==> config.mk <==
export PLATFORM = sky130hd
export DESIGN_NAME = regfile_writeback_ctrl
export DESIGN_NICKNAME = d
export VERILOG_FILES = /design/src/rtl/regfile_writeback_ctrl.sv
export SDC_FILE = /design/constraint.sdc
export NUM_CORES = 1
export LEC_CHECK = 0
export CAP_MARGIN = 20
export CORE_ASPECT_RATIO = 0.75
export CORE_UTILIZATION = 40
export DETAILED_ROUTE_END_ITERATION = 10
export PLACE_DENSITY = 0.76
export SLEW_MARGIN = 30
export SYNTH_ARGS = -nofsm -noshare
export SYNTH_HDL_FRONTEND = slang
export SYNTH_SLANG_ARGS = --single-unit
==> constraint.sdc <==
create_clock -name clk -period 2.56 [get_ports clk]
set_clock_uncertainty 0.15 [all_clocks]
set_input_delay 0.512 -clock clk [delete_from_list [all_inputs] [get_ports clk]]
set_output_delay 0.512 -clock clk [all_outputs]
set_load 0.01 [all_outputs]
==> src/rtl/regfile_writeback_ctrl.sv <==
// Write-side controller for the register file: merges ALU and buffered load results onto
// the single write port and tracks outstanding destinations in a pending scoreboard.
module regfile_writeback_ctrl #(
    parameter int NREGS      = 12,
    parameter int ADDR_W     = 5,
    parameter int DATA_W     = 32,
    parameter int FIFO_DEPTH = 2
) (
    input  logic              clk,
    input  logic              rst,
    input  logic              alu_valid,
    input  logic [ADDR_W-1:0] alu_rd,
    input  logic [DATA_W-1:0] alu_data,
    output logic              alu_ready,
    input  logic              mem_valid,
    input  logic [ADDR_W-1:0] mem_rd,
    input  logic [DATA_W-1:0] mem_data,
    output logic              mem_ready,
    input  logic              issue_valid,
    input  logic [ADDR_W-1:0] issue_rd,
    input  logic [ADDR_W-1:0] a1,
    input  logic [ADDR_W-1:0] a2,
    output logic              busy1,
    output logic              busy2,
    output logic              we,
    output logic [ADDR_W-1:0] data_adr,
    output logic [DATA_W-1:0] data_in,
    output logic              err_addr
);

    localparam int PTR_W = (FIFO_DEPTH > 1) ? $clog2(FIFO_DEPTH) : 1;
    localparam int CNT_W = $clog2(FIFO_DEPTH + 1);

    logic [ADDR_W-1:0] fifo_rd   [FIFO_DEPTH];
    logic [DATA_W-1:0] fifo_data [FIFO_DEPTH];
    logic [PTR_W-1:0]  wr_ptr;
    logic [PTR_W-1:0]  rd_ptr;
    logic [CNT_W-1:0]  count;
    logic [NREGS-1:0]  pending;

    logic              fifo_empty;
    logic              push;
    logic              pop;
    logic              sel_vld_p0;
    logic [ADDR_W-1:0] sel_rd_p0;
    logic [DATA_W-1:0] sel_data_p0;
    logic              write_ok_p0;
    logic              bad_sel_p0;
    logic              bad_issue;
    logic [NREGS-1:0]  set_mask;
    logic [NREGS-1:0]  clr_mask;
    logic [NREGS-1:0]  pending_nxt;

    function automatic logic addr_ok(input logic [ADDR_W-1:0] a);
        return a < ADDR_W'(NREGS);
    endfunction

    function automatic logic [PTR_W-1:0] next_ptr(input logic [PTR_W-1:0] p);
        return (p == PTR_W'(FIFO_DEPTH - 1)) ? '0 : p + 1'b1;
    endfunction

    assign fifo_empty = (count == '0);
    assign mem_ready  = (count < CNT_W'(FIFO_DEPTH));
    assign alu_ready  = fifo_empty;
    assign push       = mem_valid & mem_ready;

    // Stage p0: pick the write source; a buffered load always beats a new ALU result.
    always_comb begin
        pop         = 1'b0;
        sel_vld_p0  = 1'b0;
        sel_rd_p0   = '0;
        sel_data_p0 = '0;
        if (!fifo_empty) begin
            pop         = 1'b1;
            sel_vld_p0  = 1'b1;
            sel_rd_p0   = fifo_rd[rd_ptr];
            sel_data_p0 = fifo_data[rd_ptr];
        end else if (alu_valid) begin
            sel_vld_p0  = 1'b1;
            sel_rd_p0   = alu_rd;
            sel_data_p0 = alu_data;
        end
    end

    assign write_ok_p0 = sel_vld_p0 & addr_ok(sel_rd_p0);
    assign bad_sel_p0  = sel_vld_p0 & ~addr_ok(sel_rd_p0);
    assign bad_issue   = issue_valid & ~addr_ok(issue_rd);

    // Set is applied after clear so a same-edge reissue keeps the register pending.
    always_comb begin
        set_mask = '0;
        clr_mask = '0;
        for (int i = 0; i < NREGS; i++) begin
            if (issue_valid && issue_rd == ADDR_W'(i)) set_mask[i] = 1'b1;
            if (write_ok_p0 && sel_rd_p0 == ADDR_W'(i)) clr_mask[i] = 1'b1;
        end
        pending_nxt = (pending & ~clr_mask) | set_mask;
    end

    always_comb begin
        busy1 = 1'b0;
        busy2 = 1'b0;
        for (int i = 0; i < NREGS; i++) begin
            if (a1 == ADDR_W'(i)) busy1 = pending[i];
            if (a2 == ADDR_W'(i)) busy2 = pending[i];
        end
    end

    always_ff @(posedge clk) begin
        if (push) begin
            fifo_rd[wr_ptr]   <= mem_rd;
            fifo_data[wr_ptr] <= mem_data;
        end
    end

    always_ff @(posedge clk or posedge rst) begin
        if (rst) begin
            wr_ptr <= '0;
            rd_ptr <= '0;
            count  <= '0;
        end else begin
            if (push) wr_ptr <= next_ptr(wr_ptr);
            if (pop)  rd_ptr <= next_ptr(rd_ptr);
            case ({push, pop})
                2'b10:   count <= count + 1'b1;
                2'b01:   count <= count - 1'b1;
                default: count <= count;
            endcase
        end
    end

    // Stage p1: registered write port, scoreboard and sticky error.
    always_ff @(posedge clk or posedge rst) begin
        if (rst) begin
            we       <= 1'b0;
            data_adr <= '0;
            data_in  <= '0;
            err_addr <= 1'b0;
            pending  <= '0;
        end else begin
            we      <= write_ok_p0;
            pending <= pending_nxt;
            if (write_ok_p0) begin
                data_adr <= sel_rd_p0;
                data_in  <= sel_data_p0;
            end
            if (bad_sel_p0 || bad_issue) err_addr <= 1'b1;
        end
    end

endmodule

==> reports/metrics.cfg <==
[power]
p_leak_nw=3.05
power_mw=8.71
combPwrFrac_pct=37.6
p_int_mw=5.94
swShare_pct=31.8
power_density_nw_per_um2=1100
switching_power_mw=2.77
clock_power_share_pct=26.0
vdd_drop_max_mv=0.630
seq_power_share_pct=36.4

[sta]
hold_violations=0
fmax_mhz=403
rsz0062_at_grt=no
fin_crit_sh_pct=97.0
maxSlewHeadroom_pct=60.2
finalSetupViolations=0
drv_slew=0
period_needed_ns=2.48
tightest_slew_ns=0.596

[critical_path]
reg2reg_depth=5
startpoint=count[0]
worst_path_max_delay_cell=clkdlybuf4s50_1
path_cells=or2_1 > inv_4 > clkdlybuf4s50_1
arrival_ns=1.82
r2r_end=data_in[31]
rrSetupSlack_ns=0.45
worstSetupPathType=reg -> out
crit_required_ns=1.90
cp_top_family=buffers and inverters
critPathMaxFanout=9
max_stage_delay_ns=0.57
worstSetupStartpointType=flop
reg2reg_from=count[0]
crit_buf_inv=2
endpoint_kind=output pin

[final_layout]
finalNetCount=673
final_area_sq_um=7920
synthToLayoutAreaGrowth_pct=40.2
drive_gt1_share_pct=15.2
fillerInstances=1083
num_antenna_cells=0

[grt]
grt_pass1_vias=4078
antenna_found_initial=0
grt_max_degree=56
grt.overflow.total=0
grt_usage_pct=19.2
grt_pass1_wl_um=21300

[flow_run]
drv_cap=0

[outcome]
violations=DRC
outcome=finished, violations left

[yosys]
yosys.cell_count.top_type=edfxtp_1
synth_enable_flop_cells=74
synth.largest_area_cell=edfxtp_1
synthTopCellsByCount=edfxtp_1 (74), dfrtp_1 (55), o21ai_0 (44)
ys_seq_area_share_pct=63.7
post_synth_num_cell_types=50
yosysTopAreaCellShare_pct=39.3
avgSynthCellArea_sq_um=13.4
synthArstFlopShare_pct=42.6
syn_inst=420
ys_seq_elements=129
synth_ff_type=edfxtp_1
synthTopCellsByArea=edfxtp_1 (39%), dfrtp_1 (24%), mux2i_1 (6.7%), mux2_2 (4.2%), o21ai_0 (3.9%)
synthesis.nets=515
ys_warn_count=0
synth.cell_area_sq_um=5650

[min_path]
holdPathStages=2
hp-class=reg -> reg
hold_end=err_addr
min_from=err_addr

[routing]
drt_iter0_markers=261
routedWlPerCell_um=17.4
detail-route-antenna-nets=0
vias=3988
drt_wl_total_um=13300
via_per_inst=5.21
drt-pass1-iter-count=11
drc=7

[clocking]
cts_sinks=129
holdBufCountCts=0
clk_path_buf_depth=2
cts_root_buf=clkbuf_16
numCtsBuffers=17
htreeDepth=4
cts.clk_slew.worst_paths_ns=0.06
tritoncts=built
insertion_delay_ns=0.40

[die]
initial_core_util_pct=41.1
rows=37
die_w_um=139
die_h_um=105
die_area_sq_um=14600
boundaryPins=137
fp.coreArea_sq_um=13700

[placed_design]
dp_hpwl_um=9370
place.gp.congestion=0.865
portBuffers=136
dpl-instance-area_sq_um=7360

-- sequential cells by signal, summed over array words and instances, names as in the netlist, 2 cells and up --
signal	cells
pending	12
data_adr	5
fifo_data	64
data_in	32
count	2
fifo_rd	10
-- worst max-delay path by stage --
stage	end	slack, ns	cells after the start
detailed placement	busy2	-0.40	5
global placement	busy2	-0.37	5
global route	alu_ready	0.01	3
floorplan	fifo_data[0][0]	0.38	3
finish	alu_ready	0.08	3
CTS	alu_ready	0.004	3
-- through the flow --
| step | setup WS (ns) | hold slack (ns) | setup TNS [ns] | cells | utilization (%) |
|---|---|---|---|---|---|
| floorplan | 0.381 | 0.329 | 0 | 420 | - |
| global placement | -0.367 | 0.299 | -4.18 | 733 | 53.5 |
| detailed placement | -0.403 | 0.305 | -4.78 | 733 | 53.5 |
| CTS | 0.00351 | 0.323 | 0 | 765 | 57.5 |
| global route | 0.0149 | 0.344 | 0 | 766 | 57.6 |
| finish | 0.0777 | 0.312 | 0 | 766 | 57.6 |
-- power by group through the flow --
stage	Clock [mW]	Combinational, mW	Sequential, mW
final	2.26	3.27	3.17
after global routing	2.42	3.56	3.24
after CTS	2.32	3.30	3.18
after detailed placement	0	3.29	3.22
after global placement	0	3.20	3.17
after floorplan	0	1.80	3.26
-- layout by cell type, fill, tap and decap left out, types with 14 or more instances in the layout --
cell / netlist / routed
mux2i_1: 38 / 38
buf_4: 1 / 21
clkdlybuf4s50_1: 0 / 130
inv_1: 16 / 15
o21ai_0: 44 / 44
mux2_2: 21 / 21
nand3_1: 38 / 38
dfrtp_1: 55 / 54
edfxtp_1: 74 / 74
mux2_1: 17 / 17
nand2_1: 14 / 14
clkbuf_16: 0 / 17
-- worst register-to-register path: stages, from the launching register on --
cell and delay, ns:
dfrtp_1 0.42, or4b_4 0.56, a21o_1 0.19, o21ai_4 0.14
buf_12 0.20, mux2_2 0.34
-- cell type report --
| cell class | count | area, sq um | area share (%) |
|---|---|---|---|
| tap | 175 | 219 | 2.77 |
| clock buffer | 18 | 429 | 5.42 |
| inverter | 17 | 66.3 | 0.837 |
| timing repair buffer | 161 | 1590 | 20.1 |
| multi-input combinational | 252 | 1880 | 23.8 |
| sequential | 129 | 3600 | 45.5 |
| clock inverter | 14 | 131 | 1.66 |
-- layer usage --
metal,vias up,part of all wire (%),GRT usage (%)
met4,0,1.0,6.59
met3,14,6.3,5.09
met2,127,46,30.4
met1,1945,46,25.7
li1,1902,-,-
met5,-,0,0
-- repair_timing --
action / 4_1_cts / 5_1_grt
endpoints found under the hold margin: 0 / 0
setup endpoints to repair: 2 / 3
setup buffers: 0 / 1
gates resized for setup: 7 / 3
pin swaps: 1 / 1
-- cell families (layout without fill, tap and decap cells) --
family | Yosys count | after routing | synth area share, %
AOI/OAI and AO/OA | 79 | 79 | 8.64
adders and majority gates | 1 | 1 | 0.221
xor gates and xnor gates | 5 | 5 | 0.775
DFF | 129 | 129 | 63.7
muxes | 78 | 78 | 15.1
buffers and inverters | 39 | 210 | 3.21
and+or+nand+nor | 89 | 89 | 8.33
No activity file was read; power rests on OpenSTA's default activity.
